$ cat src/rtl/data_io_wide.sv
// data_io_wide: io-controller SPI file download port. Packs received bytes into
// DW-bit words and writes them to RAM through a small FIFO and a wr/ack port.
module data_io_wide #(
   parameter int          DW         = 8,
   parameter int          AW         = 25,
   parameter int unsigned START_ADDR = 0,
   parameter int          FIFO_DEPTH = 4,
   parameter int          IW         = 5
) (
   input  logic            clk,
   input  logic            reset_n,
   input  logic            sck,
   input  logic            ss,
   input  logic            sdi,
   output logic            downloading,
   output logic [AW-1:0]   size,
   output logic [IW-1:0]   index,
   output logic            overflow,
   output logic            wr,
   input  logic            ack,
   output logic [AW-1:0]   a,
   output logic [DW-1:0]   d,
   output logic [DW/8-1:0] be
);
   localparam int BPW = DW / 8;
   localparam int LW  = (BPW > 1) ? $clog2(BPW) : 1;
   localparam int PW  = (FIFO_DEPTH > 1) ? $clog2(FIFO_DEPTH) : 1;
   localparam int CW  = PW + 1;
   localparam logic [7:0] CMD_FILE_TX  = 8'h53;
   localparam logic [7:0] CMD_FILE_DAT = 8'h54;
   localparam logic [7:0] CMD_INDEX    = 8'h55;

   logic [2:0]     sck_q;
   logic [1:0]     ss_q, sdi_q;
   logic [2:0]     bit_cnt_q, bit_cnt_d;
   logic [6:0]     sr_q, sr_d;
   logic           have_cmd_q, have_cmd_d;
   logic [7:0]     cmd_q, cmd_d;
   logic           stb_q, stb_d;
   logic [7:0]     stb_byte_q, stb_byte_d, stb_cmd_q, stb_cmd_d;
   logic           sck_rise_s;

   logic           dl_q, dl_d, drain_q, drain_d, ovf_q, ovf_d;
   logic [AW-1:0]  size_q, size_d, addr_q, addr_d;
   logic [DW-1:0]  pack_q, pack_d;
   logic [BPW-1:0] pbe_q, pbe_d;
   logic [IW-1:0]  index_q, index_d;
   logic [PW-1:0]  wptr_q, wptr_d, rptr_q, rptr_d;
   logic [CW-1:0]  cnt_q, cnt_d, occ_s;
   logic           wr_q, wr_d;
   logic [AW-1:0]  a_q, a_d;
   logic [DW-1:0]  d_q, d_d;
   logic [BPW-1:0] be_q, be_d;

   logic [LW-1:0]  lane_s;
   logic           push_s, push_ok_s, pop_s, flush_s;
   logic [AW-1:0]  push_a_s;
   logic [DW-1:0]  push_d_s;
   logic [BPW-1:0] push_be_s;

   logic [AW-1:0]  mem_a  [FIFO_DEPTH];
   logic [DW-1:0]  mem_d  [FIFO_DEPTH];
   logic [BPW-1:0] mem_be [FIFO_DEPTH];

   // SPI deserialiser: command byte first, then payload bytes strobed one cycle later
   always_comb begin
      sck_rise_s = sck_q[1] & ~sck_q[2];
      bit_cnt_d  = bit_cnt_q;
      sr_d       = sr_q;
      have_cmd_d = have_cmd_q;
      cmd_d      = cmd_q;
      stb_d      = 1'b0;
      stb_byte_d = stb_byte_q;
      stb_cmd_d  = stb_cmd_q;
      if (ss_q[1]) begin
         bit_cnt_d  = 3'd0;
         have_cmd_d = 1'b0;
         cmd_d      = 8'h00;
      end else if (sck_rise_s) begin
         sr_d      = {sr_q[5:0], sdi_q[1]};
         bit_cnt_d = bit_cnt_q + 3'd1;
         if (bit_cnt_q == 3'd7) begin
            if (have_cmd_q) begin
               stb_d      = 1'b1;
               stb_byte_d = {sr_q, sdi_q[1]};
               stb_cmd_d  = cmd_q;
            end else begin
               have_cmd_d = 1'b1;
               cmd_d      = {sr_q, sdi_q[1]};
            end
         end else begin
         end
      end else begin
      end
   end

   // Download control, byte packing, FIFO bookkeeping and next head word
   always_comb begin
      dl_d      = dl_q;
      drain_d   = drain_q;
      ovf_d     = ovf_q;
      size_d    = size_q;
      addr_d    = addr_q;
      pack_d    = pack_q;
      pbe_d     = pbe_q;
      index_d   = index_q;
      push_s    = 1'b0;
      flush_s   = 1'b0;
      push_a_s  = addr_q;
      push_d_s  = pack_q;
      push_be_s = pbe_q;
      lane_s    = LW'(size_q % AW'(BPW));
      if (stb_q) begin
         case (stb_cmd_q)
            CMD_FILE_TX: begin
               if (stb_byte_q[0]) begin
                  dl_d    = 1'b1;
                  drain_d = 1'b0;
                  ovf_d   = 1'b0;
                  size_d  = {AW{1'b0}};
                  addr_d  = AW'(START_ADDR);
                  pack_d  = {DW{1'b0}};
                  pbe_d   = {BPW{1'b0}};
                  flush_s = 1'b1;
               end else if (dl_q && !drain_q) begin
                  drain_d = 1'b1;
                  push_s  = |pbe_q;
                  pack_d  = {DW{1'b0}};
                  pbe_d   = {BPW{1'b0}};
               end else begin
               end
            end
            CMD_FILE_DAT: begin
               if (dl_q && !drain_q) begin
                  size_d = size_q + AW'(1'b1);
                  for (int k = 0; k < BPW; k++) begin
                     if (lane_s == LW'(k)) begin
                        pack_d[8*k +: 8] = stb_byte_q;
                        pbe_d[k]         = 1'b1;
                     end else begin
                     end
                  end
                  if (lane_s == LW'(BPW - 1)) begin
                     push_s    = 1'b1;
                     push_d_s  = pack_d;
                     push_be_s = {BPW{1'b1}};
                     addr_d    = addr_q + AW'(BPW);
                     pack_d    = {DW{1'b0}};
                     pbe_d     = {BPW{1'b0}};
                  end else begin
                  end
               end else begin
               end
            end
            CMD_INDEX: index_d = IW'(stb_byte_q);
            default: ;
         endcase
      end else begin
      end

      // A pop frees a slot in the same cycle, so push-on-full with ack succeeds
      pop_s     = wr_q & ack;
      occ_s     = cnt_q - CW'(pop_s);
      push_ok_s = push_s && (occ_s < CW'(FIFO_DEPTH));
      if (push_s && !push_ok_s) begin
         ovf_d = 1'b1;
      end else begin
      end
      if (flush_s) begin
         wptr_d = {PW{1'b0}};
         rptr_d = {PW{1'b0}};
         cnt_d  = {CW{1'b0}};
      end else begin
         wptr_d = wptr_q + PW'(push_ok_s);
         rptr_d = rptr_q + PW'(pop_s);
         cnt_d  = occ_s + CW'(push_ok_s);
      end

      wr_d = (cnt_d != {CW{1'b0}});
      a_d  = a_q;
      d_d  = d_q;
      be_d = be_q;
      if (wr_d) begin
         if (occ_s == {CW{1'b0}}) begin
            a_d  = push_a_s;
            d_d  = push_d_s;
            be_d = push_be_s;
         end else begin
            a_d  = mem_a[rptr_d];
            d_d  = mem_d[rptr_d];
            be_d = mem_be[rptr_d];
         end
      end else begin
      end

      if (drain_d && (cnt_d == {CW{1'b0}})) begin
         dl_d    = 1'b0;
         drain_d = 1'b0;
      end else begin
      end
   end

   // FIFO storage
   always_ff @(posedge clk) begin
      if (push_ok_s) begin
         mem_a[wptr_q]  <= push_a_s;
         mem_d[wptr_q]  <= push_d_s;
         mem_be[wptr_q] <= push_be_s;
      end
   end

   // State registers
   always_ff @(posedge clk or negedge reset_n) begin
      if (!reset_n) begin
         sck_q      <= 3'b000;
         ss_q       <= 2'b11;
         sdi_q      <= 2'b00;
         bit_cnt_q  <= 3'd0;
         sr_q       <= 7'd0;
         have_cmd_q <= 1'b0;
         cmd_q      <= 8'h00;
         stb_q      <= 1'b0;
         stb_byte_q <= 8'h00;
         stb_cmd_q  <= 8'h00;
         dl_q       <= 1'b0;
         drain_q    <= 1'b0;
         ovf_q      <= 1'b0;
         size_q     <= {AW{1'b0}};
         addr_q     <= {AW{1'b0}};
         pack_q     <= {DW{1'b0}};
         pbe_q      <= {BPW{1'b0}};
         index_q    <= {IW{1'b0}};
         wptr_q     <= {PW{1'b0}};
         rptr_q     <= {PW{1'b0}};
         cnt_q      <= {CW{1'b0}};
         wr_q       <= 1'b0;
         a_q        <= {AW{1'b0}};
         d_q        <= {DW{1'b0}};
         be_q       <= {BPW{1'b0}};
      end else begin
         sck_q      <= {sck_q[1:0], sck};
         ss_q       <= {ss_q[0], ss};
         sdi_q      <= {sdi_q[0], sdi};
         bit_cnt_q  <= bit_cnt_d;
         sr_q       <= sr_d;
         have_cmd_q <= have_cmd_d;
         cmd_q      <= cmd_d;
         stb_q      <= stb_d;
         stb_byte_q <= stb_byte_d;
         stb_cmd_q  <= stb_cmd_d;
         dl_q       <= dl_d;
         drain_q    <= drain_d;
         ovf_q      <= ovf_d;
         size_q     <= size_d;
         addr_q     <= addr_d;
         pack_q     <= pack_d;
         pbe_q      <= pbe_d;
         index_q    <= index_d;
         wptr_q     <= wptr_d;
         rptr_q     <= rptr_d;
         cnt_q      <= cnt_d;
         wr_q       <= wr_d;
         a_q        <= a_d;
         d_q        <= d_d;
         be_q       <= be_d;
      end
   end

   assign downloading = dl_q;
   assign size        = size_q;
   assign index       = index_q;
   assign overflow    = ovf_q;
   assign wr          = wr_q;
   assign a           = a_q;
   assign d           = d_q;
   assign be          = be_q;

endmodule

$ cat config.mk
export PLATFORM = sky130hd
export DESIGN_NAME = data_io_wide
export DESIGN_NICKNAME = d
export VERILOG_FILES = /design/src/rtl/data_io_wide.sv
export SDC_FILE = /design/constraint.sdc
export NUM_CORES = 1
export LEC_CHECK = 0
export ABC_AREA = 1
export CORE_MARGIN = 2
export CORE_UTILIZATION = 40
export DETAILED_ROUTE_END_ITERATION = 8
export GPL_ROUTABILITY_DRIVEN = 1
export PLACE_DENSITY_LB_ADDON = 0.15
export SYNTH_ARGS = -nofsm -noshare
export SYNTH_HDL_FRONTEND = slang
export SYNTH_SLANG_ARGS = --single-unit
export TNS_END_PERCENT = 1
$ cat constraint.sdc
create_clock -name clk -period 5.3 [get_ports clk]
set_input_delay 1.59 -clock clk [delete_from_list [all_inputs] [get_ports clk]]
set_output_delay 1.59 -clock clk [all_outputs]
set_load 0.02 [all_outputs]
Word-level counts from Yosys, hierarchy flattened
Memories as Yosys holds them, arrays and structs flattened.
Cells that the tools add are included.
- output and inout bits: 67
- flip-flop bits (word level): 152
- memories: 3
- input bits: 6
- logic and storage cells: 133
- RAM bits: 136
- memories (memory ; depth ; width ; rd ports ; clocked after Yosys merged registers in ; wr ports ; line ; text):
    mem_a ; 4 ; 25 ; 1 ; 0 ; 1 ; 61 ; logic [AW-1:0] mem_a [FIFO_DEPTH];
    mem_d ; 4 ; 8 ; 1 ; 0 ; 1 ; 62 ; logic [DW-1:0] mem_d [FIFO_DEPTH];
    mem_be ; 4 ; 1 ; 1 ; 0 ; 1 ; 63 ; logic [BPW-1:0] mem_be [FIFO_DEPTH];
- bitwise operators: 4
- muxes and demuxes: 59
- reduce and logical (&&, ||, !) cells: 27
- equality and inequality tests: 7
- $add $sub $neg: 7
- $lt $le $gt $ge: 1
- operator list (kind ; number):
    $mux 25 ; 4
    $pmux 25 s2 ; 2
    $mux 8 ; 10
    $add 25x1->25 const B ; 2
    $mux 1 ; 35
    $eq 8x7->1 const B ; 3
    $reduce_bool 2->1 ; 9
    $pmux 8 s2 ; 1
    $mux 3 ; 3
    $reduce_and 3->1 ; 3
    $reduce_and 2->1 ; 4
    $reduce_and 4->1 ; 2
    $logic_not 3->1 ; 2
    $ne 2x2->1 const B ; 3
    $add 2x1->2 ; 2
    $logic_and 1x1->1 ; 4
    $mux 2 ; 2
    $pmux 1 s2 ; 2
    $add 3x1->3 ; 1
    $add 3x1->3 const B ; 1
    $eq 3x3->1 const B ; 1
    $lt 3x3->1 const B ; 1
    $reduce_bool 3->1 ; 1
    $sub 3x1->3 ; 1
    3 further kinds ; 6

Depth between registers and ports, before layout
Gate-level depths: netlist (run 1).
- depth after elaboration: 13
- depth in mapped cells: 16
- gate-level depth less buffers: 15

Least setup slack after synthesis (run 1)
Ideal clock, no wire load.
- path kind: in2reg
- from: input port ack
- to: memory mem_a[0][0] (enable)
- arrival: 4808 ps
- required time: 4832 ps
- buffers on the path: 0
- cell stages on the path: 8
- slack: 24 ps
- path through: nand2_1 inv_1 ha_1 ha_1 or2_1 nand2_1 nand2_1 nor3_1
- longest elaborated chain between the ends: 6
- ends and longest elaborated chain (element ; line ; text):
    from (decl) ; 20 ; input logic ack,
    $and 1x1->1 ; 162 ; pop_s = wr_q & ack;
    $sub 3x1->3 ; 163 ; occ_s = cnt_q - CW'(pop_s);
    $lt 3x3->1 ; 164 ; push_ok_s = push_s && (occ_s < CW'(FIFO_DEPTH));
    $logic_and 1x1->1 ; 164 ;
    $mux 1 ; 205 ; if (push_ok_s) begin
    $mux 1 (not written as such) ; 206 ; mem_a[wptr_q] <= push_a_s;
    to (decl) ; 61 ;
No other way between the ends.

Worst setup path after layout (run 1)
- from: input port ack
- to: register a_q[3], in the netlist a[3]
- longest elaborated chain between the ends: 7
- elaborated cells on any way between the ends: 12
- classes of those cells: add/sub (3); order compare (1); mux (3); bitwise (1); reduce/logical (3); memory (1)
- ends and longest elaborated chain (element ; line ; text):
    $and 1x1->1 (*) ; 162 ;
    $sub 3x1->3 (*) ; 163 ;
    $lt 3x3->1 ; 164 ;
    $logic_and 1x1->1 ; 164 ;
    $add 3x1->3 (*) ; 176 ; cnt_d = occ_s + CW'(push_ok_s);
    $mux 3 (*) ; 169 ; if (flush_s) begin
    via cnt_d[1] ; 49 ; logic [CW-1:0] cnt_q, cnt_d, occ_s;
    $reduce_bool 3->1 (*) ; 179 ; wr_d = (cnt_d != {CW{1'b0}});
    to (signal assigned) ; 237 ; a_q <= {AW{1'b0}};
    to (decl) ; 51 ; logic [AW-1:0] a_q, a_d;
Mark *: on every way through the listed nets, which the timed path passes. The rest lies on a longest branch.
A chain may end at the register's enable or synchronous reset.

==> flow_summary_export.csv, run 1 <==
group,metric,value,unit
outcome,status,"finished, final reports clean",
timing,fin_ws,1120,ps
power_and_ir_drop,pwr-share-seq,34.2,%
power_and_ir_drop,power.internal,4.78,mW
clocking,cts_setup_buffers,0,
finish,nNetsFinal,1629,
timing,slew_viol_final,0,
setup_path,rr_endpoint,"size[0]$_DFFE_PN0P_",
timing,hold_viol,0,
setup_path,reg2reg_depth,10,
clocking,cts_buffers,34,
global_route,grt_pass1_wl,54200,um
timing,tns,0,ps
synthesis,ys_types,47,
power_and_ir_drop,peakVddDrop,0.382,mV
power_and_ir_drop,p_clk_share,31.4,%
setup_path,crit_path_end_kind,"flop",
floorplanning,coreArea,33400,um2
placed_design,hpwl,20300,um
synthesis,avgSynthCellArea,8.69,um2
clocking,clockBufferDepth,3,
finish,n_antenna_cell,0,
synthesis,ys_top_cells_by_count,"nand2_1 (503), inv_1 (233), nand3_1 (173), dfrtp_1 (150), edfxtp_1 (136)",
setup_path,rrSetupSlack,1990,ps
routing,drc,0,
min_path,hold_class,"flop to flop",
power_and_ir_drop,p_total,7.54,mW
routing,routed_wirelength,33400,um
clocking,path_clk_slew,60,ps
setup_path,path_class,"input port to flop",
global_route,grt.total_usage,19.4,%
finish,synthToLayoutAreaGrowth,16.9,%
power_and_ir_drop,p_sw_share,36.7,%
routing,num_vias,10200,
synthesis,netlist_top_cells_area,"edfxtp_1 (30%), dfrtp_1 (28%), nand2_1 (14%)",
synthesis,yosysMostFrequentCell,"nand2_1",
routing,drt-vias-per-instance,4.89,
synthesis,synth_fp_nets,1568,
floorplanning,die_w,188,um
power_and_ir_drop,power_density,478,nW/um2
setup_path,worstSetupEndpoint,"a[3]$_DFFE_PN0P_",
power_and_ir_drop,p_sw,2.76,mW
routing,wl_per_cell,16.0,um
synthesis,synthCells,1554,
setup_path,worstPathRequired,5690,ps
placed_design,gp_congestion,0.855,
clocking,clkLatencyLatePin,510,ps
clocking,postCtsHoldBufs,0,
floorplanning,die_height,188,um
floorplanning,initial_core_util,40.5,%
timing,clock_skew,11.7,ps
timing,period_needed,4180,ps
synthesis,synth_top_area_share,30.2,%
clocking,root_buffer,"clkbuf_16",
synthesis,ys_async_sr_fraction,52.8,%
global_route,grt_max_degree,85,
global_route,grt.overflow.total,0,
timing,tightest_slew,900,ps
routing,drtPass1Iterations,5,
synthesis,ys_seq_elements,288,
synthesis,ys_warn_count,0,
placed_design,dp_cells,2027,
timing,setup_viol,0,
job,maxCapViolations,0,
floorplanning,dieArea,35300,um2
floorplanning,ios,73,
timing,grt_setup_unrepaired,"false",
routing,ant_nets,0,
power_and_ir_drop,comb_power_share,34.4,%
placed_design,dpl_worst_slack,582,ps
timing,fin_crit_sh,78.8,%
clocking,cts_tree,"done",
clocking,htree_levels,2,
power_and_ir_drop,power.leakage,7.08,nW
clocking,post_cts_resized,0,
setup_path,startpoint_type,"input port",
placed_design,port_buffers,72,
synthesis,synth_edf_count,136,
timing,max_freq,0.239,GHz
synthesis,synth_seq_area_share,58.4,%
synthesis,synth_top_area_cell,"edfxtp_1",
setup_path,worstReg2RegStart,"stb_cmd_q[7]$_DFFE_PN0P_",
setup_path,cp_max_fo,37,
finish,stdcell_count,2088,
finish,fin_util,47.3,%
floorplanning,row_count,67,
synthesis,ys.flop_type,"dfrtp_1",
setup_path,cp.arrival,4570,ps
synthesis,syn_area,13500,um2
finish,drive_above_1_share,6.04,%
global_route,grt_pass1_vias,9847,
timing,maxSlewHeadroom,39.4,%
clocking,cts_num_sinks,288,
global_route,antenna_found_initial,0,
setup_path,cp-startpoint,"ack",
routing,drt_iter0_markers,705,
[per-layer routing]
metal | vias up | track usage (%) | routed length [um]
met5 | - | 0 | 0
met4 | 0 | 5.00 | 541
met3 | 41 | 2.40 | 1500
met2 | 236 | 32.2 | 15500
met1 | 4860 | 27.0 | 15800
li1 | 5081 | - | -
[metrics by stage]
stage / hold slack [ps] / cell area (um2)
6_report: 353 / 15800
3_3_place_gp: 334 / 14700
3_5_place_dp: 342 / 14700
5_1_grt: 359 / 15800
4_1_cts: 356 / 15800
2_1_floorplan: 331 / 13500
[layout make-up]
type                    instances  area [um2]
clock buffers                  43         947
clock inverters                18         185
fillers                      3294       17600
inverters                     239         897
multi-input cells             966        4440
flip-flops and latches        288        7890
well taps                     448         561
repair buffers                 86         865
[state kept, by name, summed over array words and instances, names as in the netlist, 8 cells and up]
register,count
d,8
addr_q,25
mem_d,32
cmd_q,8
size,25
mem_a,100
a,25
stb_byte_q,8
stb_cmd_q,8
pack_q,8
[critical path, stage by stage]
cell	delay, ps
clkdlybuf4s50_1	400
nand2_1	60
inv_1	60
ha_1	180
ha_1	190
or2_1	200
nand2_1	170
nand3_1	150
inv_1	80
ha_1	210
inv_1	60
nor2_2	70
nor2_8	500
nand2_4	370
nand2_1	180
nand2_1	70
[cell usage in the layout (no fill, tap or decap), types with 4 or more instances in the layout]
| cell type | synthesis | final |
|---|---|---|
| or2_2 | 4 | 4 |
| nand3_1 | 173 | 173 |
| o21ai_1 | 19 | 19 |
| nand2_1 | 503 | 503 |
| nor2_1 | 79 | 77 |
| edfxtp_1 | 136 | 136 |
| clkdlybuf4s50_1 | 0 | 71 |
| xnor2_1 | 10 | 10 |
| inv_2 | 5 | 5 |
| o31ai_1 | 9 | 9 |
| nand4_1 | 30 | 30 |
| dfrtp_1 | 150 | 150 |
| nand2_2 | 5 | 5 |
| clkbuf_1 | 20 | 5 |
| o21ai_0 | 58 | 58 |
| xor2_1 | 7 | 7 |
| bufinv_16 | 0 | 4 |
| nor3_1 | 24 | 21 |
| buf_4 | 5 | 11 |
| ha_1 | 8 | 7 |
| clkbuf_16 | 0 | 36 |
| clkinv_1 | 1 | 10 |
| inv_1 | 233 | 233 |
| a21oi_1 | 11 | 11 |
| nor3_2 | 1 | 4 |
[power groups by stage]
| stage | Combinational, mW | Sequential, mW | Clock (mW) |
|---|---|---|---|
| final | 2.59 | 2.58 | 2.36 |
| after global routing | 2.95 | 2.60 | 2.51 |
| after CTS | 2.64 | 2.59 | 2.42 |
| after detailed placement | 2.63 | 2.63 | 0 |
| after global placement | 2.57 | 2.63 | 0 |
| after floorplan | 1.79 | 2.70 | 0 |
[cell families (layout without fill, tap and decap cells)]
logic type                 count (synthesis)  after routing  share of synthesized area (%)
AOI/OAI and AO/OA                        106            106                           4.32
xor gates and xnor gates                  17             17                           1.10
adders and majority gates                  8              8                          0.741
buffers and inverters                    300            386                           8.95
DFF                                      288            288                           58.4
muxes                                      2              2                          0.167
and+or+nand+nor                          833            833                           26.3
[worst min-delay path by stage]
stage / cells after the start / startpoint / endpoint / slack (ps)
2_1_floorplan: 0 / sck_q[0]$_DFF_PN0_ / sck_q[1]$_DFF_PN0_ / 330
3_3_place_gp: 0 / sck_q[0]$_DFF_PN0_ / sck_q[1]$_DFF_PN0_ / 330
3_5_place_dp: 0 / sck_q[0]$_DFF_PN0_ / sck_q[1]$_DFF_PN0_ / 340
4_1_cts: 0 / sck_q[0]$_DFF_PN0_ / sck_q[1]$_DFF_PN0_ / 360
5_1_grt: 0 / ss_q[0]$_DFF_PN1_ / ss_q[1]$_DFF_PN1_ / 360
6_report: 0 / sck_q[0]$_DFF_PN0_ / sck_q[1]$_DFF_PN0_ / 350
Power figures use the tool's default switching activity.
==> run 2, diff against run 1 <==
==> constraint.sdc (replaced) <==
create_clock -name clk -period 3.4 [get_ports clk]
set_input_delay 1.02 -clock clk [delete_from_list [all_inputs] [get_ports clk]]
set_output_delay 1.02 -clock clk [all_outputs]
set_load 0.02 [all_outputs]
==> run 2 against run 1 <==
Core utilization is 0.86 points higher. Count of clock-buffer cells in the layout is 2 higher. Critical path type unchanged. Highest routed layer unchanged. Wire length is 0.70% higher. Sequential share of layout area is 0.89 points lower. Global-route usage is 0.33 points higher.
==> flow_summary_export.csv, run 2 (synthesis gave the netlist of run 1 again) <==
group,metric,value,unit
setup_path,path_cells,"clkdlybuf4s50_1, nand2_1, inv_1, ha_1, ha_1, or2_1, nand2_1, nand3_1, inv_1, ha_1, or2_2, a21oi_2, nor2_8, nand2_4, buf_12, nand2_1, nand2_1",
job,maxCapViolations,0,
finish,top_regs,"mem_a: 100 flops, mem_d: 32 flops",
routing,drt_iter0_markers,794,
routing,drt-vias-per-instance,4.90,
floorplanning,initial_core_util,40.5,%
setup_path,crit_family,"simple AND/OR/NAND/NOR gates",
clocking,root_buffer,"clkbuf_16",
setup_path,path_buf_inv,4,
clocking,htree_levels,2,
routing,wl_per_cell,15.9,um
floorplanning,ios,73,
clocking,clockBufferDepth,3,
clocking,post_cts_resized,0,
floorplanning,coreArea,33400,um2
global_route,grt_max_degree,73,
power_and_ir_drop,power.leakage,7.21,nW
timing,clock_skew,8.23,ps
setup_path,path_class,"input port to flop",
timing,slew_viol_final,0,
floorplanning,die_w,188,um
placed_design,dp_cells,2051,
floorplanning,row_count,67,
timing,period_needed,3010,ps
routing,ant_nets,0,
timing,grt_setup_unrepaired,"false",
timing,tightest_slew,1060,ps
setup_path,worstPathRequired,3840,ps
power_and_ir_drop,peakVddDrop,0.490,mV
global_route,antenna_found_initial,0,
setup_path,cp.arrival,3440,ps
routing,num_vias,10400,
min_path,hold_class,"flop to flop",
clocking,cts_tree,"done",
finish,synthToLayoutAreaGrowth,19.0,%
outcome,status,"finished, final reports clean",
routing,drtPass1Iterations,5,
timing,fin_crit_sh,88.4,%
routing,drc,0,
setup_path,crit_path_end_kind,"flop",
finish,drive_above_1_share,7.39,%
finish,stdcell_area,16100,um2
setup_path,cpPeakStageDelay,460,ps
finish,largest_reg_flops,100,
timing,max_freq,0.333,GHz
timing,maxSlewHeadroom,28.8,%
setup_path,cp_max_fo,19,
global_route,grt_pass1_vias,10100,
finish,n_antenna_cell,0,
setup_path,startpoint_type,"input port",
clocking,postCtsHoldBufs,0,
setup_path,rrSetupSlack,860,ps
finish,nNetsFinal,1653,
clocking,path_clk_slew,60,ps
placed_design,placed_cell_area,15000,um2
clocking,cts_setup_buffers,0,
finish,nFillCells,3274,
placed_design,hpwl,21500,um
floorplanning,dieArea,35300,um2
placed_design,gp_congestion,0.885,
clocking,cts_num_sinks,288,
finish,regMostFlops,"mem_a",
clocking,cts_buffers,34,
power_and_ir_drop,power_density,743,nW/um2
finish,final_cell_mix,"nand2_1 (503), inv_1 (233), nand3_1 (173)",
clocking,clkLatencyLatePin,500,ps
setup_path,critPathSlowestCell,"clkdlybuf4s50_1",
finish,stdcell_count,2112,
finish,final_common_cell,"nand2_1",
placed_design,port_buffers,72,
timing,hold_viol,0,
setup_path,crit_top_cell,"nand2_1",
timing,setup_viol,0,
routing,routed_wirelength,33600,um
floorplanning,die_height,188,um
global_route,grt.total_usage,19.7,%
global_route,grt_pass1_wl,55200,um
global_route,grt.overflow.total,0,
## run 2: changes by cell type in the layout (fill, tap and decap cells not counted), sizes merged
cell / previous run / this run
buf: 15 / 39
bufinv: 4 / 2
clkbuf: 43 / 45
## run 2: final cells by class
class / count / area (um2) / share of cell area (%)
Multi-Input combinational cell: 966 / 4460 / 27.7
Inverter: 239 / 897 / 5.58
Sequential cell: 288 / 7890 / 49.1
Clock buffer: 45 / 933 / 5.81
Tap cell: 448 / 561 / 3.49
Timing Repair Buffer: 110 / 1210 / 7.51
Clock inverter: 16 / 129 / 0.802
## run 2: through the flow
step / util [%] / TNS, ps / total power [mW] / hold WS (ps) / worst slack (ps)
floorplan: - / -49300 / 7.00 / 331 / -443
global route: 48.2 / 0 / 12.8 / 365 / 182
finish: 48.2 / 0 / 11.9 / 353 / 394
CTS: 48.2 / 0 / 12.1 / 356 / 404
global placement: 45.0 / -1240 / 8.49 / 335 / -39.9
detailed placement: 45.0 / -3320 / 8.54 / 343 / -110
## run 2: final timing paths
check	end	startpoint	cells after the start
worst max-delay path	a[0]$_DFFE_PN0P_	ack	17
worst min-delay path	sdi_q[1]$_DFF_PN0_	sdi_q[0]$_DFF_PN0_	0
worst max register to register	addr_q[3]$_DFFE_PN0P_	stb_cmd_q[6]$_DFFE_PN0P_	9
worst min register to register	sdi_q[1]$_DFF_PN0_	sdi_q[0]$_DFF_PN0_	0
max in group asynchronous	addr_q[14]$_DFFE_PN0P_	reset_n	2
min in group asynchronous	stb_byte_q[4]$_DFFE_PN0P_	reset_n	1
## run 2: where the power goes
part	switching [mW]	total (mW)	internal [mW]
Clock	1.42	3.50	2.08
Combinational	2.81	4.41	1.60
Sequential	0.156	4.03	3.87
## run 2: worst register-to-register path, delay by kind of cell (launching register included)
kind                   cells  cell delay, ps
and+or+nand+nor            5             920
buffers and inverters      2             750
AOI/OAI and AO/OA          2             440
DFF                        1             350
## run 2: layer usage
layer	GRT usage (%)	vias to the layer above	routed length [um]
met5	0	-	0
met2	31.6	256	15200
met1	27.8	4898	16000
li1	-	5136	-
met3	2.84	64	1540
met4	5.91	0	926
==> run 3, diff against run 2 <==
--- a/config.mk
+++ b/config.mk
@@ -6,8 +6,9 @@
 export NUM_CORES = 1
 export LEC_CHECK = 0
 export ABC_AREA = 1
-export CORE_MARGIN = 2
+export CORE_MARGIN = 5
 export CORE_UTILIZATION = 40
+export CTS_CLUSTER_DIAMETER = 150
 export DETAILED_ROUTE_END_ITERATION = 8
 export GPL_ROUTABILITY_DRIVEN = 1
 export PLACE_DENSITY_LB_ADDON = 0.15
==> run 3 against run 2 <==
Largest cell class unchanged. Cell count rose by 0.24%. Global-route usage fell by 1.7 points. Combinational power barely moved. Highest routed layer unchanged. Wire length rose by 0.84%. Register-to-register slack improved by 40 ps. Largest power group unchanged.
==> flow_summary_export.csv, run 3 (synthesis gave the netlist of run 1 again) <==
group,metric,value,unit
outcome,status,"finished, final reports clean",
power_and_ir_drop,comb_power_share,36.6,%
routing,wl_per_cell,16.0,um
global_route,grt_max_degree,58,
setup_path,cp.arrival,3480,ps
global_route,grt_pass1_wl,55800,um
power_and_ir_drop,power_density,751,nW/um2
placed_design,gp_congestion,0.864,
finish,nFillCells,3195,
finish,stdcell_area,16100,um2
clocking,post_cts_resized,0,
timing,tightest_slew,952,ps
power_and_ir_drop,p_sw,4.39,mW
clocking,postCtsHoldBufs,0,
global_route,antenna_found_initial,0,
timing,finalHoldWorstSlack,351,ps
clocking,cts_num_sinks,288,
clocking,htree_levels,2,
floorplanning,dieArea,37600,um2
routing,drtPass1Iterations,5,
finish,regMostFlops,"mem_a",
timing,grt_setup_unrepaired,"false",
power_and_ir_drop,peakVddDrop,0.508,mV
floorplanning,die_height,194,um
global_route,grt.total_usage,18.0,%
placed_design,dpl_worst_slack,-146,ps
timing,period_needed,3040,ps
routing,ant_nets,0,
power_and_ir_drop,power.leakage,7.25,nW
setup_path,cp_max_fo,19,
routing,drt-vias-per-instance,4.89,
finish,final_cell_mix,"nand2_1 (503), inv_1 (233), nand3_1 (173)",
setup_path,crit_path_end_kind,"flop",
power_and_ir_drop,pwr-share-seq,33.2,%
placed_design,port_buffers,72,
min_path,hold_class,"flop to flop",
routing,drt_iter0_markers,674,
job,maxCapViolations,0,
power_and_ir_drop,power.internal,7.72,mW
clocking,cts_setup_buffers,0,
floorplanning,coreArea,33400,um2
timing,fin_crit_sh,89.4,%
floorplanning,die_w,194,um
timing,max_freq,0.329,GHz
power_and_ir_drop,p_clk_share,30.2,%
timing,clock_skew,18.1,ps
finish,nNetsFinal,1658,
placed_design,hpwl,22000,um
setup_path,path_class,"input port to flop",
clocking,cts_buffers,34,
timing,setup_viol,0,
clocking,clockBufferDepth,3,
floorplanning,initial_core_util,40.4,%
clocking,clkLatencyLatePin,510,ps
global_route,grt.overflow.total,0,
timing,hold_viol,0,
power_and_ir_drop,p_sw_share,36.3,%
power_and_ir_drop,p_total,12.1,mW
routing,num_vias,10300,
setup_path,rrSetupSlack,900,ps
clocking,root_buffer,"clkbuf_16",
finish,largest_reg_flops,100,
finish,drive_above_1_share,7.73,%
placed_design,dp_cells,2056,
floorplanning,ios,73,
clocking,path_clk_slew,60,ps
timing,slew_viol_final,0,
routing,drc,0,
timing,maxSlewHeadroom,36.3,%
routing,routed_wirelength,33900,um
finish,synthToLayoutAreaGrowth,19.5,%
timing,fin_ws,360,ps
finish,stdcell_count,2117,
finish,top_regs,"mem_a: 100 flops, mem_d: 32 flops",
clocking,cts_tree,"done",
floorplanning,row_count,67,
setup_path,startpoint_type,"input port",
setup_path,worstPathRequired,3830,ps
global_route,grt_pass1_vias,10200,
placed_design,placed_cell_area,15000,um2
timing,tns,0,ps
finish,fin_util,48.3,%
finish,final_common_cell,"nand2_1",
finish,n_antenna_cell,0,
run 3: cell type report:
| class | instances | area [um2] | area share, % |
|---|---|---|---|
| Inverter | 239 | 897 | 5.56 |
| Timing Repair Buffer | 115 | 1220 | 7.56 |
| Sequential cell | 288 | 7890 | 48.9 |
| Tap cell | 448 | 561 | 3.47 |
| Multi-Input combinational cell | 966 | 4460 | 27.6 |
| Clock inverter | 16 | 184 | 1.14 |
| Clock buffer | 45 | 933 | 5.78 |
run 3: final timing paths:
path | startpoint | to | cells past startpoint
min reg2reg | sdi_q[0]$_DFF_PN0_ | sdi_q[1]$_DFF_PN0_ | 0
min in group asynchronous | reset_n | a[4]$_DFFE_PN0P_ | 1
max reg2reg | wr$_DFF_PN0_ | a[17]$_DFFE_PN0P_ | 16
max | ack | a[17]$_DFFE_PN0P_ | 17
max in group asynchronous | reset_n | ss_q[1]$_DFF_PN1_ | 2
min | sdi_q[0]$_DFF_PN0_ | sdi_q[1]$_DFF_PN0_ | 0
run 3: worst max-delay path, stage by stage:
cell,delay [ps]
clkdlybuf4s50_1,460
nand2_1,50
inv_1,80
ha_1,150
ha_1,150
or2_1,90
nand2_1,60
nand3_1,100
inv_1,50
ha_1,180
or2_2,300
a21oi_2,280
nor2_8,110
nand2_4,120
buf_12,150
nand2_1,80
nand2_1,60
run 3: metal layers:
layer | wire length, um | global-route usage, % | up-vias | share of wire (%)
li1 | - | - | 5150 | -
met1 | 16200 | 25.6 | 4975 | 48
met2 | 15800 | 29.8 | 178 | 47
met3 | 1380 | 2.62 | 42 | 4.1
met4 | 504 | 3.54 | 0 | 1.5
met5 | 0 | 0 | - | 0
run 3: power by group through the flow:
stage                     clock network [mW]  logic [mW]  registers [mW]
after floorplan                            0        2.78            4.21
after global placement                     0        4.41            4.10
after detailed placement                   0        4.47            4.10
after CTS                               3.74        4.49            4.03
after global routing                    3.89        5.03            4.05
final                                   3.66        4.43            4.02
==> RTL change, RTL diff (settings of run 1) <==
Register the output `overflow` once more, without a reset; this adds one clock of latency there. The other outputs are not delayed to match.
--- a/src/rtl/data_io_wide.sv
+++ b/src/rtl/data_io_wide.sv
@@ -271,3 +271,5 @@
    assign index       = index_q;
-   assign overflow    = ovf_q;
+   always_ff @(posedge clk) begin
+      overflow <= ovf_q;
+   end
    assign wr          = wr_q;
Behaviour: same outputs for any inputs over 10 cycles, from zero or initial values and one cycle with reset_n low; that may be too few to reach the edited logic, so the function may still have changed.
==> RTL change against run 1 <==
  * Sequential cell count rose by 1
  * Synthesized cell count hardly changed
  * Area after synthesis grew 0.15%
  * Power up 2.0%
  * Setup slack better by 350 ps
  * Global-route usage shrank 0.16 points
  * Routed wire length shrank 1.0%
  * Critical path depth unchanged
  * Design area up 0.63%
==> RTL change: results <==
[outcome]
outcome = "complete, no violations"

[place]
dp_slack_ps = 942
numPortBuffers = 72
dp_hpwl_mm = 20.4
gp_congestion = 0.852
dp_cells = 2029

[routing]
initialDrtViolationCount = 673
totalWireLength_mm = 33.0
vias_per_cell = 4.88
first_pass_iters = 5

[global_routing]
track_usage = 0.192
grt_pass1_vias = 10222
grt_max_degree = 91
grt_pass1_wl_mm = 54.4
antenna_found_initial = 1

[critical_path]
slowest_delay_ps = 460
cp.arrival_ps = 4210
crit_path_max_fanout = 35
slowest_stage = "clkdlybuf4s50_1"

[power_and_ir_drop]
power.switching_uw = 2760
power_leakage_uw = 0.00713
ir_drop_mv = 0.282

[sta]
fin_skew_ps = 20.6
tightestPinTransition_ps = 1090

[clock_network]
path_clk_slew_ps = 50
cts_buffer_depth = 3
cts_buffers = 34
htreeDepth = 2
cts_setup_buffers = 0
post_cts_resized = 0
clock_latency_ps = 510
root_buffer = "clkbuf_16"

[hold_path]
hp-class = "reg -> reg"

[yosys]
seq_area_frac_synth = 0.585
synthTopCellsByArea = "edfxtp_1, dfrtp_1, nand2_1"
ys.flop_type = "dfrtp_1"
synthTopCellsByCount = "nand2_1, inv_1, nand3_1, dfrtp_1, edfxtp_1"
syn-num-nets = 1569
ys_types = 48
synth_enable_flop_cells = 136
ys_async_sr_fraction = 0.526
postSynthAreaPerCell_um2 = 8.70
synth_warnings = 0

[layout]
top_regs = "mem_a (100), mem_d (32)"
fillCellCount = 3248
drive_gt1_frac = 0.0670
post_layout_nonfiller_instances = 2091
-- RTL change: worst max-delay path: cells and delay by family --
family                   cells  cell delay [ps]
adder cells (fa/ha/maj)      3              490
AO/OA/AOI/OAI                1              270
AND/OR/NAND/NOR              8              990
buffers and inverters        4              850
-- RTL change: kinds of logic (layout without fill, tap and decap cells) --
kind of cell | Yosys count | count (layout) | synth area share
xor gates and xnor gates | 17 | 17 | 0.0110
and+or+nand+nor | 833 | 833 | 0.263
AOI/OAI and AO/OA | 106 | 106 | 0.0432
muxes | 2 | 2 | 0.00166
DFF | 289 | 289 | 0.585
other | 0 | 1 | 0
adders and majority gates | 8 | 8 | 0.00740
buffers and inverters | 300 | 387 | 0.0894
-- RTL change: per-stage QoR --
stage	power, uW	hold slack, ps	utilization	cell area [um2]
finish	7690	348	0.475	15900
global route	8230	358	0.475	15900
CTS	7780	353	0.475	15900
detailed placement	5230	341	0.438	14700
global placement	5200	334	0.438	14700
floorplan	4500	331	-	13500
-- RTL change: layer usage --
layer | up-vias | global-route usage | part of all wire
met2 | 217 | 0.325 | 0.48
met5 | - | 0 | 0
met4 | 0 | 0.0488 | 0.017
met1 | 4861 | 0.259 | 0.46
met3 | 43 | 0.0290 | 0.044
li1 | 5088 | - | -
-- RTL change: power groups by stage --
| stage | logic (uW) | registers (uW) | clock network [uW] |
|---|---|---|---|
| floorplan | 1790 | 2710 | 0 |
| global placement | 2580 | 2620 | 0 |
| detailed placement | 2610 | 2620 | 0 |
| CTS | 2610 | 2580 | 2590 |
| global route | 2960 | 2590 | 2680 |
| finish | 2580 | 2570 | 2530 |
-- RTL change: area by class of cell --
cell class	count	area, um2	share of cell area
antenna	1	2.50	0.000157
inverter	239	897	0.0565
timing repair buffer	87	847	0.0533
clock buffer	44	981	0.0617
tap	448	561	0.0353
sequential	289	7910	0.498
multi-input combinational	966	4440	0.280
clock inverter	17	246	0.0155
-- RTL change: final timing paths --
path | start | endpoint | slack [ps] | depth (start not counted)
max reg2reg | stb_cmd_q[7] | addr_q[5] | 1840 | 10
min in group asynchronous | reset_n | stb_byte_q[3] | 1170 | 1
max in group asynchronous | reset_n | size[8] | 3120 | 2
min | sdi_q[0] | sdi_q[1] | 350 | 0
min reg2reg | sdi_q[0] | sdi_q[1] | 350 | 0
max | ack | a[12] | 1470 | 16
